`src/rtl/bank_arb_resp_demux_if.sv`:
```
// rtl/bank_arb_resp_demux_if.sv - master-side and bank-side signal bundle for the bank arbiter/demux
interface bank_arb_resp_demux_if #(
    parameter int NumIn         = 8,
    parameter int ReqDataWidth  = 32,
    parameter int RespDataWidth = 32
);
    logic [NumIn-1:0]                    req_i;
    logic [NumIn-1:0][ReqDataWidth-1:0]  data_i;
    logic [NumIn-1:0]                    gnt_o;
    logic [NumIn-1:0]                    vld_o;
    logic [NumIn-1:0][RespDataWidth-1:0] rdata_o;
    logic                                req_o;
    logic [ReqDataWidth-1:0]             data_o;
    logic                                gnt_i;
    logic                                vld_i;
    logic [RespDataWidth-1:0]            rdata_i;

    modport slave (
        input  req_i, data_i, gnt_i, vld_i, rdata_i,
        output gnt_o, vld_o, rdata_o, req_o, data_o
    );

    modport master (
        output req_i, data_i, gnt_i, vld_i, rdata_i,
        input  gnt_o, vld_o, rdata_o, req_o, data_o
    );
endinterface

```
`src/rtl/bank_arb_resp_demux.sv`:
```
// rtl/bank_arb_resp_demux.sv - round-robin bank arbiter with in-order tag FIFO routing responses back
module bank_arb_resp_demux #(
    parameter int NumIn          = 8,
    parameter int ReqDataWidth   = 32,
    parameter int RespDataWidth  = 32,
    parameter int MaxOutstanding = 2
) (
    input logic                 clk_i,
    input logic                 rst_ni,
    bank_arb_resp_demux_if.slave bus
);
    localparam int TagW = (NumIn > 1) ? $clog2(NumIn) : 1;
    localparam int PtrW = (MaxOutstanding > 1) ? $clog2(MaxOutstanding) : 1;
    localparam int CntW = $clog2(MaxOutstanding + 1);

    logic [TagW-1:0] rr_q;
    logic [TagW-1:0] win;
    logic [TagW-1:0] tag_mem [MaxOutstanding];
    logic [PtrW-1:0] wr_ptr_q;
    logic [PtrW-1:0] rd_ptr_q;
    logic [CntW-1:0] count_q;
    logic [TagW-1:0] head;
    logic            full;
    logic            empty;
    logic            push;
    logic            pop;

    function automatic logic [PtrW-1:0] ptr_inc(input logic [PtrW-1:0] p);
        return (p == PtrW'(MaxOutstanding - 1)) ? '0 : p + 1'b1;
    endfunction

    // First requester at or above rr_q, wrapping; stays at 0 for a single master.
    always_comb begin
        logic            found;
        logic [TagW-1:0] idx;
        win   = '0;
        found = 1'b0;
        for (int k = 0; k < NumIn; k++) begin
            idx = TagW'((int'(rr_q) + k) % NumIn);
            if (!found && bus.req_i[idx]) begin
                win   = idx;
                found = 1'b1;
            end
        end
    end

    assign full  = (count_q == CntW'(MaxOutstanding));
    assign empty = (count_q == '0);
    assign head  = tag_mem[rd_ptr_q];

    // No bypass when full: a same-cycle pop does not free a slot for this cycle's request.
    assign bus.req_o  = (|bus.req_i) && !full;
    assign bus.data_o = bus.data_i[win];

    // Held off while in reset so no grant is issued without its tag being recorded.
    assign push = bus.req_o && bus.gnt_i && rst_ni;
    assign pop  = bus.vld_i && !empty && rst_ni;

    always_comb begin
        bus.gnt_o = '0;
        bus.vld_o = '0;
        bus.gnt_o[win]  = push;
        bus.vld_o[head] = pop;
        for (int i = 0; i < NumIn; i++) begin
            bus.rdata_o[i] = bus.rdata_i;
        end
    end

    always_ff @(posedge clk_i or negedge rst_ni) begin
        if (!rst_ni) begin
            rr_q     <= '0;
            wr_ptr_q <= '0;
            rd_ptr_q <= '0;
            count_q  <= '0;
        end else begin
            if (push) begin
                rr_q     <= (NumIn == 1) ? '0 : TagW'((int'(win) + 1) % NumIn);
                wr_ptr_q <= ptr_inc(wr_ptr_q);
            end
            if (pop) begin
                rd_ptr_q <= ptr_inc(rd_ptr_q);
            end
            case ({push, pop})
                2'b10:   count_q <= count_q + 1'b1;
                2'b01:   count_q <= count_q - 1'b1;
                default: count_q <= count_q;
            endcase
        end
    end

    // Tag storage needs no reset; occupancy alone decides which entries are live.
    always_ff @(posedge clk_i) begin
        if (push) begin
            tag_mem[wr_ptr_q] <= win;
        end
    end

    a_no_orphan_response : assert property (
        @(posedge clk_i) disable iff (!rst_ni) !(bus.vld_i && empty)
    ) else $warning("bank_arb_resp_demux: response arrived with no outstanding tag");
endmodule

```
`src/flat_wrapper.sv`:
```
// flat-port wrapper written by rule: the top's interface ports become plain ports
module bank_arb_resp_demux_flat 
#(
    parameter int NumIn          = 8,
    parameter int ReqDataWidth   = 32,
    parameter int RespDataWidth  = 32,
    parameter int MaxOutstanding = 2
)
  (clk_i, rst_ni, bus_req_i, bus_data_i, bus_gnt_i, bus_vld_i, bus_rdata_i, bus_gnt_o, bus_vld_o, bus_rdata_o, bus_req_o, bus_data_o);
  bank_arb_resp_demux_if #(.NumIn(NumIn), .ReqDataWidth(ReqDataWidth), .RespDataWidth(RespDataWidth)) bus_i ();
  input logic clk_i;
  input logic rst_ni;
  input wire logic [$bits(bus_i.req_i)-1:0] bus_req_i;
  input wire logic [$bits(bus_i.data_i)-1:0] bus_data_i;
  input wire logic [$bits(bus_i.gnt_i)-1:0] bus_gnt_i;
  input wire logic [$bits(bus_i.vld_i)-1:0] bus_vld_i;
  input wire logic [$bits(bus_i.rdata_i)-1:0] bus_rdata_i;
  output wire logic [$bits(bus_i.gnt_o)-1:0] bus_gnt_o;
  output wire logic [$bits(bus_i.vld_o)-1:0] bus_vld_o;
  output wire logic [$bits(bus_i.rdata_o)-1:0] bus_rdata_o;
  output wire logic [$bits(bus_i.req_o)-1:0] bus_req_o;
  output wire logic [$bits(bus_i.data_o)-1:0] bus_data_o;
  assign bus_i.req_i = bus_req_i;
  assign bus_i.data_i = bus_data_i;
  assign bus_i.gnt_i = bus_gnt_i;
  assign bus_i.vld_i = bus_vld_i;
  assign bus_i.rdata_i = bus_rdata_i;
  assign bus_gnt_o = bus_i.gnt_o;
  assign bus_vld_o = bus_i.vld_o;
  assign bus_rdata_o = bus_i.rdata_o;
  assign bus_req_o = bus_i.req_o;
  assign bus_data_o = bus_i.data_o;
  bank_arb_resp_demux #(.NumIn(NumIn), .ReqDataWidth(ReqDataWidth), .RespDataWidth(RespDataWidth), .MaxOutstanding(MaxOutstanding)) u_core (.clk_i(clk_i), .rst_ni(rst_ni), .bus(bus_i));
endmodule
```
`config.mk`:
```
export PLATFORM = sky130hd
export DESIGN_NAME = bank_arb_resp_demux_flat
export DESIGN_NICKNAME = d
export VERILOG_FILES = /design/src/rtl/bank_arb_resp_demux_if.sv /design/src/rtl/bank_arb_resp_demux.sv /design/src/flat_wrapper.sv
export SDC_FILE = /design/constraint.sdc
export NUM_CORES = 1
export LEC_CHECK = 0
export CORE_AREA = 5 5 234 236
export DETAILED_ROUTE_END_ITERATION = 8
export DIE_AREA = 0 0 239 241
export HOLD_SLACK_MARGIN = 0.02
export PLACE_DENSITY = 0.45
export SLEW_MARGIN = 40
export SYNTH_ARGS = -nofsm -noshare
export SYNTH_HDL_FRONTEND = slang
export SYNTH_SLANG_ARGS = --single-unit
export TNS_END_PERCENT = 1
```
`constraint.sdc`:
```
create_clock -name clk_i -period 8.85 [get_ports clk_i]
set_input_delay 2.655 -clock clk_i [delete_from_list [all_inputs] [get_ports clk_i]]
set_output_delay 2.655 -clock clk_i [all_outputs]
set_load 0.005 [all_outputs]
```
==> impl_results.md <==
* Cts bufs inserted at 3
* Initial DRC count at 271
* Yosys reg bits at 13
* First-pass GRT wire length at 50,110 um
* Worst skew pair latency at 0.24 ns
* Die Height at 241 um
* Largest net degree at the start of global routing at 32
* Synth warnings at 0
* Drt wl/cell at 21.28 um
* Final nets at 1,297
* Min Clock Period, post-route at 8.778 ns
* Die X at 239 um
* Fmax at 113.9 MHz
* Lkg Pwr at 0.003814 uW
* Most used DFF post-synth: dfrtp_1
* CTS tree: built
* Worst EP arrival at 6.12 ns
* Pre-CTS setup slack at -0.6019 ns
* Initial antenna violation count at 2
* Hold Path Depth at 1
* Max FO, Critical Path at 13
* DRC at 0
* Reg2reg path depth at 16
* Fill cells at 5,848
* Max Cap Viol at 0
* CP Launch Type: input pin
* RSZ-0062 raised after global routing: true
* Slew Limit Fails at 0
* Worst Tran Pin Value at 0.6343 ns
* Fraction of registers with async set/reset at 0.5385
* Antenna-violating nets left at 0
* Synthesized net count at 1,168
* Post-synth EDFFs at 6
* Cell variety after synth at 55
* Power per cell area at 636.5 nW/um2
* Slew headroom at 0.5772
* Commonest cells after routing, fill and taps aside: clkdlybuf4s50_1, buf_4, nand2_1
* DR vias at 6,871
* Area occupied by multi-input gates at 3842 um2
* Most common cell after layout, fill and taps aside: clkdlybuf4s50_1
* CTS root buffer: clkbuf_16
* Die Footprint at 57,600 um2
* # port buffers at 316
* Clock Pin Slew Worst Setup and Hold Paths at 0.04 ns
* Clk_skew at 0.0006175 ns
* Min-delay worst type: reg2reg
* Vias per cell at 4.087
* Vias in the first global route at 7,378
* Hold-fix buffers, CTS at 0
* Sequential cell area at 356.6 um2
* Hpwl dp at 28,450 um
* Area grow syn2layout at 55.86%
* Final core occ at 0.1865
* GRT overflow at 0
* Drt pass-1 iters at 4
* # setup viols final at 0
* DRT Wirelength at 35,770 um
* Tot GR Track Use at 0.1152
* Peak supply drop at 279.6 uV
* Clk sinks at 13
* Crit. End Element: primary output
* Cells after Synth at 865
* Routability cong. at 0.8857
* WHS at 0.4804 ns
* Fraction of layout cells with a size suffix above 1 at 0.2135
* Avg Cell Area, Syn at 7.225 um2
* Top Ports at 605
* Tcrit/Tclk final at 0.9919
* Initial Util at 0.1196
* N_diodes at 0
* CTS Buffer Depth at 2
* Worst setup margin at 0.07169 ns
* Fin. Hold Viols at 0
* CP Class: in2out
* Core area at 52,240 um2
* Mapped cell area at 6250 um2
* Row Count at 84
* Critical Path RT at 6.20 ns
* Htree depth at 1
* Sequential share of the synthesized area at 0.05686
* Outcome: complete, no violations
[worst max-delay path, cell delays in order]
cell           delay (ns)
dlygate4sd2_1        0.27
mux4_2               0.51
buf_4                0.17
and2_1               0.15
a221o_1              0.35
o21bai_1             0.19
o211ai_1             0.28
buf_4                0.20
and2_4               0.18
clkinv_4             0.10
buf_12               0.17
a221oi_4             0.38
buf_4                0.18
a311oi_2             0.04
dlygate4sd2_1        0.27
[Yosys cell counts, types with 3 or more instances]
| cell | count | share of area |
|---|---|---|
| buf_6 | 6 | 0.011 |
| edfxtp_1 | 6 | 0.029 |
| buf_2 | 16 | 0.013 |
| xnor2_1 | 5 | 0.0070 |
| a311oi_1 | 28 | 0.039 |
| clkbuf_1 | 50 | 0.030 |
| a21boi_1 | 47 | 0.056 |
| buf_4 | 257 | 0.31 |
| o211ai_1 | 36 | 0.043 |
| nor2_1 | 30 | 0.018 |
| dfrtp_1 | 7 | 0.028 |
| a221o_1 | 4 | 0.0064 |
| nand3_1 | 34 | 0.027 |
| nor3_1 | 3 | 0.0024 |
| and2_1 | 4 | 0.0040 |
| buf_1 | 5 | 0.0030 |
| o32ai_1 | 32 | 0.045 |
| nand2_1 | 78 | 0.047 |
| inv_1 | 10 | 0.0060 |
| a21oi_1 | 8 | 0.0064 |
| nand2b_1 | 6 | 0.0060 |
| a311oi_2 | 5 | 0.012 |
| a21boi_0 | 20 | 0.024 |
| ha_1 | 3 | 0.0060 |
| mux2i_1 | 15 | 0.024 |
| o21ai_0 | 4 | 0.0032 |
| mux4_2 | 9 | 0.032 |
| o22ai_1 | 3 | 0.0030 |
| and3_1 | 64 | 0.064 |
| xor2_1 | 5 | 0.0070 |
| a221oi_1 | 33 | 0.046 |
[power by group]
part | leakage (uW) | internal, uW | switching (uW)
Sequential | 0.000137 | 103 | 45.3
Combinational | 0.00364 | 2900 | 3060
Clock | 0.0000409 | 59.9 | 23.4
[stage by stage]
stage / setup TNS [ns] / power, uW / area [um2] / cells
global route: -0.3610 / 6689 / 9741 / 1681
floorplan: 0 / 2730 / 6250 / 865
detailed placement: -12.88 / 5820 / 9210 / 1667
finish: 0 / 6200 / 9741 / 1681
CTS: -0.3234 / 6166 / 9589 / 1680
global placement: -13.04 / 5815 / 9210 / 1667
[final timing paths]
| kind | from | end | slack (ns) |
|---|---|---|---|
| min in group asynchronous | rst_ni | u_core.rd_ptr_q | 2.72 |
| hold / removal | u_core.count_q[1] | u_core.count_q[1] | 0.48 |
| setup / recovery | bus_req_i[4] | bus_data_o[3] | 0.07 |
| hold reg to reg | u_core.count_q[1] | u_core.count_q[1] | 0.48 |
| setup reg to reg | u_core.rr_q[0] | u_core.rr_q[2] | 4.30 |
| max in group asynchronous | rst_ni | u_core.rr_q[0] | 5.81 |
[timing repair]
item / in CTS / in global routing
buffers inserted: 5 / 1
pin swaps: 11 / 11
endpoints found under the setup margin: 40 / 36
gates resized for setup: 65 / 34
cloned: 4 / 0
[sequential cells by signal, summed over array words and instances (netlist names)]
name,count
u_core.rd_ptr_q,1
u_core.wr_ptr_q,1
u_core.rr_q,3
u_core.count_q,2
u_core.tag_mem,6
[routing by layer]
metal	GRT usage	vias up	share of wire
met5	0	-	0.00020
met4	0.02127	2	0.022
met3	0.02937	62	0.076
met2	0.2063	396	0.49
met1	0.1412	3222	0.41
li1	-	3189	-
[cells by family after synthesis]
kind of cell,after synthesis,share of synthesized area
and+or+nand+nor,229,0.1806
muxes,27,0.06226
buffers and inverters,346,0.3726
xor gates and xnor gates,10,0.01401
DFF,13,0.05686
adders and majority gates,3,0.006007
AOI/OAI and AO/OA,237,0.3077
[area by class of cell]
type,count,share of cell area
multi-input cells,506,0.3945
flip-flops and latches,13,0.03661
repair buffers,458,0.4672
clock inverters,1,0.0005138
clock buffers,3,0.007707
inverters,12,0.005138
well taps,688,0.08838
No activity file was read; power rests on OpenSTA's default activity.
